[src/rtl/uart_pkg.sv]
// rtl/uart_pkg.sv - shared UART constants and transmitter state type (PARITY state under UART_TX_PARITY_EN)
package uart_pkg;

  localparam int   UART_DATA_W    = 8;
  localparam logic UART_START_BIT = 1'b0;
  localparam logic UART_STOP_BIT  = 1'b1;

`ifdef UART_TX_PARITY_EN
  typedef enum logic [2:0] {
    IDLE   = 3'd0,
    START  = 3'd1,
    DATA   = 3'd2,
    PARITY = 3'd3,
    STOP   = 3'd4
  } uart_tx_state_t;

  // Even parity: the transmitted parity bit makes the total count of ones even.
  function automatic logic uart_even_parity(input logic [UART_DATA_W-1:0] b);
    return ^b;
  endfunction
`else
  typedef enum logic [1:0] {
    IDLE  = 2'd0,
    START = 2'd1,
    DATA  = 2'd2,
    STOP  = 2'd3
  } uart_tx_state_t;
`endif

endpackage

[src/rtl/uart_baud_tick.sv]
// rtl/uart_baud_tick.sv - baud counter emitting a one-cycle bit_done pulse at the last cycle of each bit
module uart_baud_tick #(
  parameter int CLKS_PER_BIT = 1
) (
  input  logic clk_i,
  input  logic rst_ni,
  input  logic clear_i,
  output logic bit_done_o
);

  if (CLKS_PER_BIT == 1) begin : g_unit
    // Every cycle is a whole bit, so no counter is needed.
    logic unused_ok;
    assign unused_ok  = clk_i ^ rst_ni ^ clear_i;
    assign bit_done_o = 1'b1;
  end else begin : g_count
    localparam int CW = $clog2(CLKS_PER_BIT);
    localparam logic [CW-1:0] LAST = CW'(CLKS_PER_BIT - 1);

    logic [CW-1:0] cnt_q, cnt_d;

    // Count within the bit; wrap after the last cycle, hold at zero while cleared.
    always_comb begin
      cnt_d = cnt_q;
      if (clear_i) begin
        cnt_d = '0;
      end else if (cnt_q == LAST) begin
        cnt_d = '0;
      end else begin
        cnt_d = cnt_q + 1'b1;
      end
    end

    // Counter register.
    always_ff @(posedge clk_i or negedge rst_ni) begin
      if (!rst_ni) begin
        cnt_q <= '0;
      end else begin
        cnt_q <= cnt_d;
      end
    end

    assign bit_done_o = (cnt_q == LAST);
  end

endmodule

[src/rtl/uart_tx.sv]
// rtl/uart_tx.sv - UART transmitter: one-entry holding register, 8N1 framing, optional even parity via UART_TX_PARITY_EN
module uart_tx
  import uart_pkg::*;
#(
  parameter int CLKS_PER_BIT = 1
) (
  input  logic                   clock,
  input  logic                   reset,
  input  logic [UART_DATA_W-1:0] data,
  input  logic                   data_valid,
  output logic                   data_ready,
  output logic                   serial_out,
  output logic                   busy
);

  uart_tx_state_t         state_q, state_d;
  logic [UART_DATA_W-1:0] hold_q, hold_d;
  logic                   hold_full_q, hold_full_d;
  logic [UART_DATA_W-1:0] shift_q, shift_d;
  logic [2:0]             bit_cnt_q, bit_cnt_d;
  logic                   serial_q, serial_d;
  logic                   load;
  logic                   bit_done;
`ifdef UART_TX_PARITY_EN
  logic                   parity_q, parity_d;
`endif

  uart_baud_tick #(
    .CLKS_PER_BIT(CLKS_PER_BIT)
  ) u_baud (
    .clk_i      (clock),
    .rst_ni     (reset),
    .clear_i    (state_q == IDLE),
    .bit_done_o (bit_done)
  );

  // Next state, holding-register handshake, shifting and the registered line value.
  always_comb begin
    state_d     = state_q;
    hold_d      = hold_q;
    hold_full_d = hold_full_q;
    shift_d     = shift_q;
    bit_cnt_d   = bit_cnt_q;
    serial_d    = UART_STOP_BIT;
    load        = 1'b0;
`ifdef UART_TX_PARITY_EN
    parity_d    = parity_q;
`endif

    // Accept only into an empty holding register; a draining register never accepts on the same edge.
    if (data_valid && !hold_full_q) begin
      hold_d      = data;
      hold_full_d = 1'b1;
    end

    case (state_q)
      IDLE: begin
        if (hold_full_q) load = 1'b1;
      end
      START: begin
        bit_cnt_d = '0;
        if (bit_done) state_d = DATA;
      end
      DATA: begin
        if (bit_done) begin
          shift_d = shift_q >> 1;
          if (bit_cnt_q == 3'd7) begin
            bit_cnt_d = '0;
`ifdef UART_TX_PARITY_EN
            state_d   = PARITY;
`else
            state_d   = STOP;
`endif
          end else begin
            bit_cnt_d = bit_cnt_q + 3'd1;
          end
        end
      end
`ifdef UART_TX_PARITY_EN
      PARITY: begin
        if (bit_done) state_d = STOP;
      end
`endif
      STOP: begin
        if (bit_done) begin
          // A byte waiting at the end of the stop bit starts immediately, with no idle gap.
          if (hold_full_q) load = 1'b1;
          else             state_d = IDLE;
        end
      end
      default: state_d = IDLE;
    endcase

    if (load) begin
      state_d     = START;
      shift_d     = hold_q;
      hold_full_d = 1'b0;
      bit_cnt_d   = '0;
`ifdef UART_TX_PARITY_EN
      parity_d    = uart_even_parity(hold_q);
`endif
    end

    // The line is registered, so it is driven from the state being entered.
    case (state_d)
      START:   serial_d = UART_START_BIT;
      DATA:    serial_d = shift_d[0];
`ifdef UART_TX_PARITY_EN
      PARITY:  serial_d = parity_d;
`endif
      default: serial_d = UART_STOP_BIT;
    endcase
  end

  // State register; reset aborts any frame and discards the held byte.
  always_ff @(posedge clock or negedge reset) begin
    if (!reset) begin
      state_q     <= IDLE;
      hold_q      <= '0;
      hold_full_q <= 1'b0;
      shift_q     <= '0;
      bit_cnt_q   <= '0;
      serial_q    <= UART_STOP_BIT;
`ifdef UART_TX_PARITY_EN
      parity_q    <= 1'b0;
`endif
    end else begin
      state_q     <= state_d;
      hold_q      <= hold_d;
      hold_full_q <= hold_full_d;
      shift_q     <= shift_d;
      bit_cnt_q   <= bit_cnt_d;
      serial_q    <= serial_d;
`ifdef UART_TX_PARITY_EN
      parity_q    <= parity_d;
`endif
    end
  end

  assign data_ready = !hold_full_q;
  assign serial_out = serial_q;
  assign busy       = (state_q != IDLE);

endmodule

[config.mk]
export PLATFORM = sky130hd
export DESIGN_NAME = uart_tx
export DESIGN_NICKNAME = d
export VERILOG_FILES = /design/src/rtl/uart_pkg.sv /design/src/rtl/uart_baud_tick.sv /design/src/rtl/uart_tx.sv
export SDC_FILE = /design/constraint.sdc
export NUM_CORES = 1
export LEC_CHECK = 0
export CAP_MARGIN = 20
export CORE_MARGIN = 3
export CORE_UTILIZATION = 60
export DETAILED_ROUTE_END_ITERATION = 10
export DONT_BUFFER_PORTS = 1
export PLACE_DENSITY = 0.76
export SETUP_SLACK_MARGIN = 0.3
export SLEW_MARGIN = 5
export SYNTH_ARGS = -nofsm -noshare
export SYNTH_HDL_FRONTEND = slang
export SYNTH_SLANG_ARGS = --single-unit
[constraint.sdc]
create_clock -name clock -period 1.9 [get_ports clock]
set_input_delay 0.285 -clock clock [delete_from_list [all_inputs] [get_ports clock]]
set_output_delay 0.285 -clock clock [all_outputs]
set_load 0.005 [all_outputs]
After elaboration in Yosys (flattened, before gate mapping):

Index checks and enable logic that the tools add are counted.

* register bits: 23
* output and inout bits: 3
* logic and storage cells: 36

* add/sub/neg operators: 1
* equality and inequality tests: 6
* multiplexer cells: 14
* reduce and logical (&&, ||, !) cells: 8

Operators with widths (number)
* two-way mux 8 bit: 2
* equality test 2 bit (second input constant): 3
* two-way mux 2 bit: 3
* two-way mux 3 bit: 2
* one-hot mux 2 bit (3 select lines): 1
* one-hot mux 3 bit (2 select lines): 1
* nonzero test 2 bit: 3
* equality test 2 x 1 -> 1 bit (second input constant): 2
* two-way mux 1 bit: 4
* adder 3 x 1 -> 3 bit (second input constant): 1
* equality test 3 bit (second input constant): 1
* nonzero test 3 bit: 1
* zero test 2 bit: 1
* one-hot mux 1 bit (2 select lines): 1
* OR reduction 2 bit: 1
* logical AND 1 bit: 1
* zero test 1 bit: 1

Longest topological paths before layout:

Gate-level depths: netlist of run 1.

* depth in word-level cells: 6
* gate-level depth with buffers: 6

Modules after synthesis:

Synthesis of run 1 repeated with hierarchy kept, for this count alone.

* cell total of the unflattened synthesis: 102
* area, all modules: 1166.1 um^2

By module, submodules not included
* uart_tx: times used 1, cells an instance 100, area an instance 1154.9 um^2, sequential area each 576.8 um^2
* uart_baud_tick: times used 1, cells an instance 2, area an instance 11.3 um^2, sequential area each 0.0 um^2

Worst setup path after synthesis of run 1:

No wires, ideal clock.

* path kind: flip-flop to flip-flop
* start point: reg state_q[0]
* end point: reg serial_q (netlist: serial_out)
* arrival: 1570 ps
* required time: 1818 ps
* slack: 248 ps
* cell stages (with the launch flop): 7
* clock period less this slack: 1652 ps
* cell sequence: dfrtp_1 inv_1 ha_1 a21boi_0 o21ai_1 o31a_1 mux2_4

* word-level cells in the longest chain between the ends: 6
* elaborated cells between the ends (all ways): 15
* those cells by class: eq/ne: 5; mux: 8; reduce/logical: 2

RTL lines
* start: declaration: line uart_tx.sv:16 `uart_tx_state_t state_q, state_d;`
* start signal: assignment: line uart_tx.sv:128 `state_q <= state_d;`
* equality test 2 bit / zero test 2 bit (equally long branches): line uart_tx.sv:56 `case (state_q)`
* OR reduction 2 bit (no source line)
* two-way mux 1 bit
* two-way mux 2 bit *: line uart_tx.sv:94 `if (load) begin`
* via state_d[1]: line uart_tx.sv:16
* equality test 2 bit / equality test 2 x 1 -> 1 bit (equally long branches): line uart_tx.sv:105 `case (state_d)`
* one-hot mux 1 bit (2 select lines) *: line uart_tx.sv:105
* via serial_d: line uart_tx.sv:21 `logic serial_q, serial_d;`
* end signal: assignment: line uart_tx.sv:133 `serial_q <= serial_d;`
* end: declaration: line uart_tx.sv:21

Mark *: on every way through the listed nets, which the timed path passes. The rest lies on a longest branch. The select of a mux whose other input is x is not followed.
A chain may end at the register's enable or synchronous reset.

Final worst setup path of run 1:

* start point: reg bit_cnt_q[0]
* end point: reg serial_q (netlist: serial_out)

* word-level cells in the longest chain between the ends: 6
* elaborated cells between the ends (all ways): 7
* those cells by class: eq/ne: 3; mux: 4

RTL lines
* start: declaration: line uart_tx.sv:20 `logic [2:0] bit_cnt_q, bit_cnt_d;`
* start signal: assignment: line uart_tx.sv:132 `bit_cnt_q <= bit_cnt_d;`
* equality test 3 bit *: line uart_tx.sv:67 `if (bit_cnt_q == 3'd7) begin`
* two-way mux 2 bit *: line uart_tx.sv:67
* one-hot mux 2 bit (3 select lines) *: line uart_tx.sv:56
* two-way mux 2 bit *: line uart_tx.sv:94
* via state_d[0]: line uart_tx.sv:16
* equality test 2 bit / equality test 2 x 1 -> 1 bit (equally long branches): line uart_tx.sv:105
* one-hot mux 1 bit (2 select lines) *: line uart_tx.sv:105
* via serial_d: line uart_tx.sv:21

Mark *: on every way through the listed nets, which the timed path passes. The rest lies on a longest branch.

==> out/results.txt, run 1 <==
setup tns final: 0 ns
Leak Pwr: 0.5417 nW
Critical Path AT: 1.83 ns
Peak VDD IR: 0.001234 V
Syn Nets: 107
Clk Latency, worst-skew pair: 0.31 ns
CTS Root Cell: clkbuf_4
Worst setup startpoint: bit_cnt_q[0]$_DFFE_PN0P_
layout cell share with drive strength beyond 1: 0.2784
initial antenna violation count: 0
critical path endpoint category: flip-flop
synth warn: 0
final hold violation count: 0
residual DRC count: 0
combinational share of power: 0.471
die height: 48 microns
worst setup path class: flip-flop to flip-flop
Starting DRT DRC Count: 7
Worst Tran Pin Value: 1.005 ns
final net count: 116
cell count after synthesis: 89
critical path startpoint category: flip-flop
status: finished clean
worst clock skew: 0.002013 ns
multi-input logic area: 478.0 sq um
Area Growth Syn to Fin: 11.11%
Critical-path top delay cell: dfrtp_1
largest fanout on the critical path: 3
Worst R2R Start: bit_cnt_q[0]$_DFFE_PN0P_
initial core utilization: 0.6714
most common cell after layout, fill and taps aside: dfrtp_1
Final Cycle Share: 0.8293
fmax: 0.6346 GHz
gpl congestion: 0.7264
commonest cells after routing, fill and taps aside: dfrtp_1 (22), nand2_1 (9), mux2i_1 (8), o21ai_0 (8), mux2_2 (7)
post-synth design cell area: 1059 sq um
FILL cells: 127
global-route wire length before repair: 2.911 mm
n_diodes: 0
Die X: 48 microns
CTS tree: yes
Tmin final: 1.576 ns
post-DR wirelength/cell: 15.65 microns
GRT Util Overall: 0.1837
dpl hpwl: 1.279 mm
# setup viols final: 0
RSZ-0062 raised after global routing: true
switching share of power: 0.3703
Port Buffers: 0
Row Count: 14
Slew HR: 0.3278
largest net degree at the start of global routing: 24
register area share after synthesis: 0.5449
R2R cell count: 5
Avg Inst Size Synth: 11.89 sq um
Top Ports: 14
CTS Buf Count: 3
Net Sw Power: 766.3 uW
post-route ant nets: 0
full die area: 2304 sq um
CTS H-tree depth: 1
Unique masters post-synth: 22
PD cells: 1760 nW/um^2
sequential share of power: 0.420
slowest cell delay on critical path: 0.42 ns
max-slew violation count: 0
worst path cell trace: ha_2, ha_4, nor2b_1, o31a_1, mux2_4
CTS clk-pin slew, worst paths: 0.13 ns
post-place instance area: 1099 sq um
WP data required: 2.15 ns
HP Start: data[0]
vias per cell: 5.796
number of synthesized register bits: 23
Int Pwr: 1.303 mW
vias in the first global route: 642
clock network fraction of total power: 0.109
Pre-antenna DRT Iters: 4
Final Instance Area: 1176 sq um
maxcap violations: 0
via count: 655
Hold Crit Depth: 2
DRT Wirelength: 1.768 mm
Max Root-Sink Buffers: 2
Placeable Area: 1577 sq um
class of the worst hold path: input port to flip-flop
total grt overflow: 0
register area: 576.8 sq um
CTS Sinks: 23
==> final timing paths <==
path | endpoint | slack, ns
setup / recovery | serial_out$_DFF_PN1_ | 0.32
hold / removal | hold_q[0]$_DFFE_PN0P_ | 0.12
setup reg to reg | serial_out$_DFF_PN1_ | 0.32
hold reg to reg | shift_q[4]$_DFFE_PN0P_ | 0.49
max in group asynchronous | hold_q[4]$_DFFE_PN0P_ | 0.72
min in group asynchronous | hold_full_q$_DFFE_PN0P_ | 0.58
==> power groups by stage <==
stage	registers, mW	clock network [mW]	logic [mW]
6_report	0.870	0.225	0.975
5_1_grt	0.900	0.247	1.10
4_1_cts	0.866	0.228	0.942
3_5_place_dp	0.882	0	0.910
3_3_place_gp	0.866	0	0.853
2_1_floorplan	0.841	0	0.737
==> kinds of logic (layout without fill, tap and decap cells) <==
family	after synthesis	count (layout)	synth area share
flip-flops	23	23	0.5449
AND/OR/NAND/NOR	20	20	0.09220
multiplexers	16	16	0.1643
AO/OA/AOI/OAI	15	15	0.08392
buffers and inverters	8	16	0.03190
adder cells (fa/ha/maj)	7	7	0.08274
==> worst max-delay path: cells and delay by family, from the launching register on <==
family                   cells  cell delay (ns)
AO/OA/AOI/OAI                1             0.32
multiplexers                 1             0.30
AND/OR/NAND/NOR              1             0.13
adder cells (fa/ha/maj)      2             0.34
flip-flops                   1             0.42
==> cell usage after synthesis <==
master,instances,area share
a21boi_0,1,0.0071
a21o_1,1,0.0071
a21oi_1,1,0.0047
a22oi_1,2,0.014
buf_2,3,0.014
dfrtp_1,22,0.52
dfstp_2,1,0.025
ha_1,7,0.083
inv_1,4,0.014
inv_2,1,0.0035
mux2_2,7,0.074
mux2_4,1,0.014
mux2i_1,8,0.076
nand2_1,9,0.032
nand2b_1,1,0.0059
nor2_1,5,0.018
nor2_4,1,0.011
nor2b_1,2,0.012
nor3b_1,2,0.014
o21ai_0,8,0.038
o21ai_1,1,0.0047
o31a_1,1,0.0083
==> what timing repair did <==
action                                  CTS  global route
pin swaps                                 0             2
hold endpoints to repair                 23             0
hold buffers                              1             0
resized for setup                         2             5
buffers inserted                          1             2
endpoints found under the setup margin    3             1
==> flip-flops by register name, indices dropped and copies added (netlist names) <==
| register | count |
|---|---|
| hold_q | 8 |
| serial_out | 1 |
| shift_q | 8 |
| state_q | 2 |
| bit_cnt_q | 3 |
| hold_full_q | 1 |
==> metal layers <==
| layer | wire, microns | up-vias | track usage |
|---|---|---|---|
| met5 | 0 | - | 0 |
| met4 | 0 | 0 | 0.08065 |
| li1 | - | 320 | - |
| met1 | 789 | 326 | 0.2560 |
| met3 | 33 | 0 | 0.01880 |
| met2 | 944 | 9 | 0.2902 |
==> final cells by class <==
| class | instances | area share |
|---|---|---|
| inverter | 5 | 0.01596 |
| clock buffer | 3 | 0.01915 |
| sequential | 23 | 0.4904 |
| clock inverter | 1 | 0.004255 |
| multi-input combinational | 58 | 0.4064 |
| tap | 16 | 0.01702 |
| timing repair buffer | 7 | 0.04681 |
==> per-stage QoR <==
| step | hold WS (ns) | total power, mW | utilization | std cells | setup WS [ns] |
|---|---|---|---|---|---|
| floorplan | -0.01059 | 1.577 | - | 89 | 0.3435 |
| global placement | -0.01017 | 1.719 | 0.6968 | 105 | 0.2946 |
| detailed placement | -0.01006 | 1.792 | 0.6968 | 105 | 0.2273 |
| CTS | 0.1088 | 2.037 | 0.7254 | 111 | 0.3237 |
| global route | 0.1032 | 2.244 | 0.7460 | 113 | 0.2665 |
| finish | 0.1161 | 2.070 | 0.7460 | 113 | 0.3243 |
No activity file was read; power rests on OpenSTA's default activity.
==> run 2: changes to the inputs <==
Settings changed: CORE_UTILIZATION 60 to 54, PLACE_DENSITY 0.76 to 0.72.
Clock period 1.9 ns to 1.34 ns, I/O delays scaled along.
==> run 2 against run 1 <==
Net effect: the run now ends with negative hold slack, negative setup slack left; sequential share of layout area down 13 points; clock power rose by 45%; global-route usage up 3.1 points; die area grew 9.7%; non-clock buffer count grew 20; utilization rose by 16 points; sequential power rose by 47%; count of clock-buffer cells in the layout did not move; register-to-register slack worse by 0.60 ns; maximum frequency is 2.6% lower; combinational power grew to 3.2 times the previous value; first-iteration DRC count is 14% lower; critical endpoint unchanged; largest cell class is now multi-input gates.
==> out/results.txt, run 2 (same netlist as run 1, synthesis figures left out) <==
CTS Root Cell: clkbuf_4 (unchanged)
post-DR wirelength/cell: 20.23 microns (was 15.65 microns)
DRT Wirelength: 2.873 mm (was 1.768 mm)
FILL cells: 69 (was 127)
Worst R2R Start: state_q[0]$_DFF_PN0_ (was bit_cnt_q[0]$_DFFE_PN0P_)
maxcap violations: 0 (unchanged)
R2R setup slack: -0.28 ns (was 0.32 ns)
full die area: 2528 sq um (was 2304 sq um)
Critical Path AT: 1.87 ns (was 1.83 ns)
worst setup path class: flip-flop to flip-flop (unchanged)
dpl cells: 122 (was 105)
largest net degree at the start of global routing: 24 (unchanged)
max-slew violation count: 0 (unchanged)
Worst Tran Pin Value: 0.2172 ns (was 1.005 ns)
Top Ports: 14 (unchanged)
Leak Pwr: 0.7362 nW (was 0.5417 nW)
initial core utilization: 0.5937 (was 0.6714)
largest fanout on the critical path: 3 (unchanged)
setup tns final: -2.310 ns (was 0 ns)
vias in the first global route: 812 (was 642)
commonest cells after routing, fill and taps aside: dfrtp_1 (22), buf_4 (11), mux2_4 (8) (was dfrtp_1 (22), nand2_1 (9), mux2i_1 (8), o21ai_0 (8), mux2_2 (7))
Peak VDD IR: 0.002108 V (was 0.001234 V)
PD cells: 2947 nW/um^2 (was 1760 nW/um^2)
GRT Util Overall: 0.2147 (was 0.1837)
Die X: 50.28 microns (was 48 microns)
Clk Latency, worst-skew pair: 0.32 ns (was 0.31 ns)
Net Sw Power: 1.780 mW (was 766.3 uW)
via count: 782 (was 655)
CTS clk-pin slew, worst paths: 0.12 ns (was 0.13 ns)
n_diodes: 0 (unchanged)
pre-CTS WS: -0.2141 ns (was 0.2273 ns)
dpl hpwl: 1.272 mm (was 1.279 mm)
final net count: 136 (was 116)
Pre-antenna DRT Iters: 4 (unchanged)
non-filler cells, final: 142 (was 113)
post-route ant nets: 0 (unchanged)
critical path endpoint category: flip-flop (unchanged)
critical path startpoint category: flip-flop (unchanged)
residual DRC count: 0 (unchanged)
CTS tree: yes (unchanged)
HP Start: data[0] (unchanged)
Starting DRT DRC Count: 6 (was 7)
global-route wire length before repair: 3.946 mm (was 2.911 mm)
CTS Sinks: 23 (unchanged)
total grt overflow: 0 (unchanged)
Placeable Area: 1783 sq um (was 1577 sq um)
sequential share of power: 0.269 (was 0.420)
failing checks: negative hold slack, negative setup slack
Slew HR: 0.8511 (was 0.3278)
Port Buffers: 0 (unchanged)
Largest regs: hold_q (8), shift_q (8), bit_cnt_q (3) (unchanged)
Tmin final: 1.618 ns (was 1.576 ns)
# setup viols final: 12 (was 0)
layout cell share with drive strength beyond 1: 0.6239 (was 0.2784)
fmax: 0.6179 GHz (was 0.6346 GHz)
clock network fraction of total power: 0.068 (was 0.109)
Worst setup startpoint: state_q[0]$_DFF_PN0_ (was bit_cnt_q[0]$_DFFE_PN0P_)
WP data required: 1.60 ns (was 2.15 ns)
Int Pwr: 2.987 mW (was 1.303 mW)
RSZ-0062 raised after global routing: true (unchanged)
initial antenna violation count: 0 (unchanged)
CTS H-tree depth: 1 (unchanged)
die height: 50.28 microns (was 48 microns)
total power: 4.767 mW (was 2.070 mW)
vias per cell: 5.507 (was 5.796)
switching share of power: 0.3734 (was 0.3703)
most common cell after layout, fill and taps aside: dfrtp_1 (unchanged)
class of the worst hold path: input port to flip-flop (unchanged)
gpl congestion: 0.7168 (was 0.7264)
setup ws final: -0.2785 ns (was 0.3243 ns)
Area Growth Syn to Fin: 52.84% (was 11.11%)
worst clock skew: 0.005999 ns (was 0.002013 ns)
Final Cycle Share: 1.208 (was 0.8293)
Max Root-Sink Buffers: 2 (unchanged)
final hold violation count: 1 (was 0)
combinational share of power: 0.662 (was 0.471)
final hold slack: -0.006329 ns (was 0.1161 ns)
Row Count: 15 (was 14)
status: finished with violations (was finished clean)
CTS Buf Count: 3 (unchanged)
run 2: cell count changes in the layout (fill, tap and decap cells not counted), moves of 5 or more:
cell / delta
mux2_4: +7
buf_6: +7
nand2_1: -6
o21ai_2: +5
nand2_2: +6
mux2_2: -7
buf_4: +5
o21ai_0: -7
run 2: layout make-up:
type | instances | area [sq um] | area share
Clock inverter | 1 | 5.005 | 0.003094
Timing Repair Buffer | 27 | 339.1 | 0.2096
Inverter | 5 | 18.77 | 0.01160
Tap cell | 25 | 31.28 | 0.01933
Clock buffer | 3 | 22.52 | 0.01392
Multi-Input combinational cell | 58 | 624.3 | 0.3859
Sequential cell | 23 | 576.8 | 0.3565
run 2: power by group through the flow:
| stage | registers (mW) | logic [mW] | clock network (mW) |
|---|---|---|---|
| after floorplan | 1.20 | 1.18 | 0 |
| after global placement | 1.23 | 1.49 | 0 |
| after detailed placement | 1.25 | 1.55 | 0 |
| after CTS | 1.26 | 2.44 | 0.319 |
| after global routing | 1.32 | 3.34 | 0.371 |
| final | 1.28 | 3.16 | 0.326 |
run 2: critical path: stages, from the launching register on:
cell and delay, ns:
dfrtp_1 0.41, inv_2 0.12, ha_4 0.22, buf_4 0.14, nor2_4 0.13, o31a_1 0.21
mux2_4 0.33
run 2: worst paths after layout:
path                       depth (start not counted)                endpoint
setup reg to reg                                   6    serial_out$_DFF_PN1_
hold reg to reg                                    2  shift_q[7]$_DFFE_PN0P_
max in group asynchronous                          2    serial_out$_DFF_PN1_
hold / removal                                     2   hold_q[0]$_DFFE_PN0P_
min in group asynchronous                          1   hold_q[5]$_DFFE_PN0P_
setup / recovery                                   6    serial_out$_DFF_PN1_
run 2: stage by stage:
| stage | util | cell area (sq um) |
|---|---|---|
| finish | 0.9074 | 1618 |
| global route | 0.9074 | 1618 |
| CTS | 0.8211 | 1464 |
| detailed placement | 0.6709 | 1196 |
| global placement | 0.6709 | 1196 |
| floorplan | - | 1112 |
run 2: repair_timing:
item / in CTS / in global routing
cloned: 3 / 1
buffers inserted: 3 / 7
endpoints found under the hold margin: 23 / 0
pin swaps: 6 / 5
endpoints found under the setup margin: 23 / 25
hold buffers: 1 / 0
gates resized for setup: 42 / 16
run 2: routing by layer:
layer	vias up	routed length [microns]	global-route usage
li1	358	-	-
met5	-	0	0
met3	13	138	0.03561
met1	382	1127	0.2633
met4	0	123	0.09677
met2	29	1483	0.3674
==> run 3: changes to the inputs <==
Settings changed: REMOVE_ABC_BUFFERS set to 1.
==> run 3 against run 2 <==
Net effect: cell area decreased by 7.9%; highest routed layer unchanged; the flow finishes with violations (negative setup slack); worst hold slack improved by 0.033 ns; register-to-register slack improved by 0.05 ns; die area unchanged; worst setup slack improved by 0.054 ns; clock power fell by 4%; critical path depth unchanged.
==> out/results.txt, run 3 (same netlist as run 1, synthesis figures left out) <==
FILL cells: 96 (was 69)
via count: 730 (was 782)
Top Ports: 14 (unchanged)
RSZ-0062 raised after global routing: true (unchanged)
Critical-path top delay cell: dfrtp_1 (unchanged)
residual DRC count: 0 (unchanged)
worst path cell trace: inv_2, ha_4, buf_4, nor2_4, o31a_1, mux2_4 (unchanged)
slowest cell delay on critical path: 0.39 ns (was 0.41 ns)
setup ws final: -0.2245 ns (was -0.2785 ns)
gpl congestion: 0.7499 (was 0.7168)
family with the most delay on the worst path: flip-flops (unchanged)
n_diodes: 0 (unchanged)
commonest cells after routing, fill and taps aside: dfrtp_1 (22), buf_4 (12), o21ai_1 (8), nand2_1 (8), mux2_4 (8) (was dfrtp_1 (22), buf_4 (11), mux2_4 (8))
failing checks: negative setup slack (was negative hold slack, negative setup slack)
Die X: 50.28 microns (unchanged)
CTS H-tree depth: 1 (unchanged)
critical path endpoint category: flip-flop (unchanged)
Final Cycle Share: 1.168 (was 1.208)
Slew HR: 0.7711 (was 0.8511)
Pre-antenna DRT Iters: 4 (unchanged)
Max Root-Sink Buffers: 2 (unchanged)
Port Buffers: 0 (unchanged)
PD cells: 2636 nW/um^2 (was 2947 nW/um^2)
Critical Path AT: 1.81 ns (was 1.87 ns)
Peak VDD IR: 0.001548 V (was 0.002108 V)
Starting DRT DRC Count: 5 (was 6)
full die area: 2528 sq um (unchanged)
Placeable Area: 1783 sq um (unchanged)
global-route wire length before repair: 3.594 mm (was 3.946 mm)
worst setup path class: flip-flop to flip-flop (unchanged)
post-route ant nets: 0 (unchanged)
Leak Pwr: 0.6948 nW (was 0.7362 nW)
fmax: 0.6392 GHz (was 0.6179 GHz)
CTS Buf Count: 3 (unchanged)
Largest regs: hold_q (8), shift_q (8), bit_cnt_q (3) (unchanged)
final hold slack: 0.02644 ns (was -0.006329 ns)
HP Start: data[0] (unchanged)
CTS clk-pin slew, worst paths: 0.12 ns (about the same)
Worst Tran Pin Value: 0.3422 ns (was 0.2172 ns)
initial antenna violation count: 0 (unchanged)
Clk Latency, worst-skew pair: 0.30 ns (was 0.32 ns)
Worst R2R Start: state_q[1]$_DFF_PN0_ (was state_q[0]$_DFF_PN0_)
most common cell after layout, fill and taps aside: dfrtp_1 (unchanged)
# setup viols final: 10 (was 12)
Area Growth Syn to Fin: 40.78% (was 52.84%)
initial core utilization: 0.5937 (unchanged)
Tmin final: 1.564 ns (was 1.618 ns)
critical path startpoint category: flip-flop (unchanged)
Row Count: 15 (unchanged)
largest fanout on the critical path: 4 (was 3)
R2R setup slack: -0.22 ns (was -0.28 ns)
dpl hpwl: 1.139 mm (was 1.272 mm)
final hold violation count: 0 (was 1)
total grt overflow: 0 (unchanged)
GRT Util Overall: 0.1901 (was 0.2147)
die height: 50.28 microns (unchanged)
maxcap violations: 0 (unchanged)
Worst setup startpoint: state_q[1]$_DFF_PN0_ (was state_q[0]$_DFF_PN0_)
worst path buffer plus inverter count: 2 (unchanged)
CTS Root Cell: clkbuf_4 (unchanged)
DRT Wirelength: 2.121 mm (was 2.873 mm)
WP data required: 1.59 ns (was 1.60 ns)
CTS tree: yes (unchanged)
post-DR wirelength/cell: 15.37 microns (was 20.23 microns)
layout cell share with drive strength beyond 1: 0.5044 (was 0.6239)
vias in the first global route: 809 (was 812)
final net count: 132 (was 136)
class of the worst hold path: input port to flip-flop (unchanged)
CTS Sinks: 23 (unchanged)
worst clock skew: 0.003087 ns (was 0.005999 ns)
max-slew violation count: 0 (unchanged)
pre-CTS WS: -0.2580 ns (was -0.2141 ns)
largest net degree at the start of global routing: 24 (unchanged)
vias per cell: 5.290 (was 5.507)
status: finished with violations (unchanged)
-- run 3: cell count changes in the layout (fill, tap and decap cells not counted), moves of 2 or more --
| cell | change |
|---|---|
| buf_8 | -2 |
| nor2_4 | -2 |
| buf_16 | -2 |
| o21ai_2 | -4 |
| o21ai_1 | +5 |
| nand2_2 | -6 |
| nand2_1 | +5 |
| nor2_1 | +2 |
| ha_2 | -2 |
| ha_1 | +2 |
-- run 3: what timing repair did --
item / 4_1_cts / 5_1_grt
setup endpoints to repair: 24 / 25
setup buffers: 4 / 4
cloned: 1 / 0
pin swaps: 8 / 10
resized for setup: 42 / 14
hold buffers: 1 / 0
endpoints found under the hold margin: 23 / 0
-- run 3: worst register-to-register path, stage by stage (launching register included) --
cell and delay (ns):
dfrtp_1 0.39, inv_2 0.06, ha_4 0.28, buf_4 0.12, nor2_4 0.04, o31a_1 0.31
mux2_4 0.31
-- run 3: routing by layer --
layer | track usage | routed length [microns]
met3 | 0.04451 | 88
met2 | 0.3130 | 1090
met1 | 0.2422 | 926
met4 | 0.06912 | 17
met5 | 0 | 0
-- run 3: final cells by class --
class                   instances  area, sq um  area share
inverters                       5        18.77     0.01259
flip-flops and latches         23        576.8      0.3871
clock inverters                 1        5.005    0.003359
multi-input cells              58        594.3      0.3988
clock buffers                   3        22.52     0.01511
well taps                      25        31.28     0.02099
repair buffers                 23        241.5      0.1620
-- run 3: through the flow --
| step | utilization | instances | setup TNS (ns) | power [mW] | cell area [sq um] |
|---|---|---|---|---|---|
| after floorplan | - | 86 | -1.112 | 2.162 | 1044 |
| after global placement | 0.6533 | 123 | -0.3339 | 2.600 | 1165 |
| after detailed placement | 0.6533 | 123 | -0.6594 | 2.658 | 1165 |
| after CTS | 0.7726 | 133 | -0.3461 | 3.544 | 1378 |
| after global routing | 0.8358 | 138 | -1.700 | 4.232 | 1490 |
| final | 0.8358 | 138 | -0.7782 | 3.928 | 1490 |
-- run 3: worst paths after layout --
kind,endpoint,depth (start not counted)
max in group asynchronous,hold_q[7]$_DFFE_PN0P_,2
worst max-delay path,serial_out$_DFF_PN1_,6
worst max register to register,serial_out$_DFF_PN1_,6
min in group asynchronous,hold_q[0]$_DFFE_PN0P_,1
worst min-delay path,hold_q[0]$_DFFE_PN0P_,2
worst min register to register,shift_q[6]$_DFFE_PN0P_,2
-- run 3: power by group --
| part | total [mW] | switching, mW | internal, mW | leakage, nW |
|---|---|---|---|---|
| clock | 0.313 | 0.202 | 0.111 | 0.0177 |
| combinational | 2.35 | 0.983 | 1.37 | 0.395 |
| sequential | 1.26 | 0.221 | 1.04 | 0.282 |
==> edit, RTL diff (settings of run 3) <==
Change the package constant `UART_DATA_W` from 8 to 9.
--- a/src/rtl/uart_pkg.sv
+++ b/src/rtl/uart_pkg.sv
@@ -1,7 +1,7 @@
 // rtl/uart_pkg.sv - shared UART constants and transmitter state type (PARITY state under UART_TX_PARITY_EN)
 package uart_pkg;
 
-  localparam int   UART_DATA_W    = 8;
+  localparam int   UART_DATA_W    = 9;
   localparam logic UART_START_BIT = 1'b0;
   localparam logic UART_STOP_BIT  = 1'b1;
 
Ports: changed (resized data); port bits go from 14 to 15. No check against the original RTL was run, so the function may have changed too.
==> edit against run 3 <==
Wire length is 18% higher. Worst hold slack worse by 0.0048 ns. Combinational power is 8% higher. Synthesized area is 7.8% higher. Power is 8.2% higher. Sequential share of layout area is 0.16 points higher. Setup slack worse by 0.0055 ns. Global-route usage is 0.68 points lower. Non-clock buffer count is 4 higher. Sequential power is 10% higher. Design area is 8.2% higher. Largest power group unchanged. Maximum frequency is 0.35% lower. The flow still finishes with violations (negative setup slack). Sequential cell count is 2 higher. Highest routed layer unchanged. Die area is 6.9% higher.
==> edit: results (changes against run 3) <==
[yosys]
synth_compound_area_share_pct = 8.224  ; was 8.392%
yosys-top-cells-area = dfrtp_1, mux2i_1, mux2_2  ; was dfrtp_1, ha_1, mux2i_1
ys_top_cells_by_count = dfrtp_1, nand2_1, mux2i_1, o21ai_0, mux2_2  ; was dfrtp_1, nand2_1, mux2i_1, o21ai_0
synth_mux_area_share_pct = 17.11  ; was 16.43%
synth_fa_ha_area_share_pct = 7.675  ; was 8.274%
synth_xor_area_share_pct = 0  ; unchanged
synth_cell_types = 21  ; was 22
seq_area_frac_synth_pct = 54.93  ; was 54.49%
synthCells = 97  ; was 89

[routing]
m1WireLength_mm = 1.017  ; was 926 um
routed-wl-met2_mm = 1.320  ; was 1.090 mm
dr_wl_met3_um = 87  ; was 88 um
routed_wl_mm = 2.507  ; was 2.121 mm
via_count = 804  ; was 730
drt_iter0_markers = 4  ; was 5

[power_and_ir_drop]
p_comb_share_pct = 59.5  ; was 59.8%
p_comb_mw = 2.53  ; was 2.35 mW
max-vdd-ir-drop_mv = 1.884  ; was 1.548 mV
pwr-share-seq_pct = 32.6  ; was 32.2%
netSwitchingFraction_pct = 36.03  ; was 35.77%
p_leak_nw = 0.7514  ; was 0.6948 nW

[global_route]
first_global_vias = 819  ; was 809
grt_pass1_wl_mm = 3.588  ; was 3.594 mm
met2_usage_pct = 29.92  ; was 31.30%
use_met1_pct = 23.03  ; was 24.22%
grt_max_degree = 26  ; was 24
use_met3_pct = 3.152  ; was 4.451%
grt_usage_pct = 18.32  ; was 19.01%
antenna_found_initial = 0  ; unchanged

[min_path]
worstHoldPathCells = 1  ; was 2
min_to = hold_q[3]$_DFFE_PN0P_  ; was hold_q[0]$_DFFE_PN0P_
worstHoldStart = data[3]  ; was data[0]

[sta]
setup_viol = 9  ; was 10
worst_pin_slew_ns = 0.1679  ; was 0.3422 ns
fin_worst_skew_ns = 0.003223  ; was 0.003087 ns
setup_ws_ns = -0.2299  ; was -0.2245 ns

[placed_design]
hpwlAfterDp_mm = 1.220  ; was 1.139 mm
dp_cells = 131  ; was 123
routabilityCongestion = 0.7023  ; was 0.7499
pre_cts_ws_ns = -0.2100  ; was -0.2580 ns

[clock_tree]
cts_buffers = 3  ; unchanged
insertion_delay_ns = 0.31

[final_layout]
reg.largest.list = hold_q: 9 flops, shift_q: 9 flops, bit_cnt_q: 3 flops  ; was hold_q: 8 flops, shift_q: 8 flops, bit_cnt_q: 3 flops
fin_cells = 150  ; was 138
fillers = 102  ; was 96
fin_nets = 143  ; was 132
drive_gt1_share_pct = 51.22  ; was 50.44%

[outcome]
status = complete, but fails checks  ; unchanged
violations = negative setup slack  ; unchanged

[worst_setup_path]
path_max_fanout = 3  ; was 4
arrival_ns = 1.83  ; was 1.81 ns
worstSetupEndpoint = serial_out$_DFF_PN1_  ; unchanged
critPathTopFamily = compound AO/OA/AOI/OAI gates  ; was flip-flops
slowest_delay_ns = 0.42  ; was 0.39 ns

[die]
start_util_pct = 57.58  ; was 59.37%

-- edit: final cells by class --
class	instances	share of cell area, %
multi-input cells	62	39.57
flip-flops and latches	25	38.87
repair buffers	27	16.68
well taps	27	2.095
clock buffers	4	1.629
inverters	5	1.164
-- edit: logic make-up after synthesis --
logic type	Yosys count
buffers and inverters	10
AOI/OAI and AO/OA	16
muxes	18
adders and majority gates	7
and+or+nand+nor	21
DFF	25
-- edit: what timing repair did --
action                                  in CTS  in global routing
gates resized for setup                     34                 31
hold buffers                                 2                  1
endpoints found under the setup margin      25                 28
gates cloned                                 2                  1
buffers inserted                             6                  3
pin swaps                                    1                  9
hold endpoints to repair                    25                  1
-- edit: metrics by stage --
step	instance area, um^2	hold WS [ns]	TNS (ns)
2_1_floorplan	1116	-0.09459	-7.248
3_3_place_gp	1240	-0.09410	-0.5294
3_5_place_dp	1240	-0.09414	-0.8533
4_1_cts	1468	0.007058	-0.2526
5_1_grt	1613	0.003885	-1.315
6_report	1613	0.02165	-0.4456
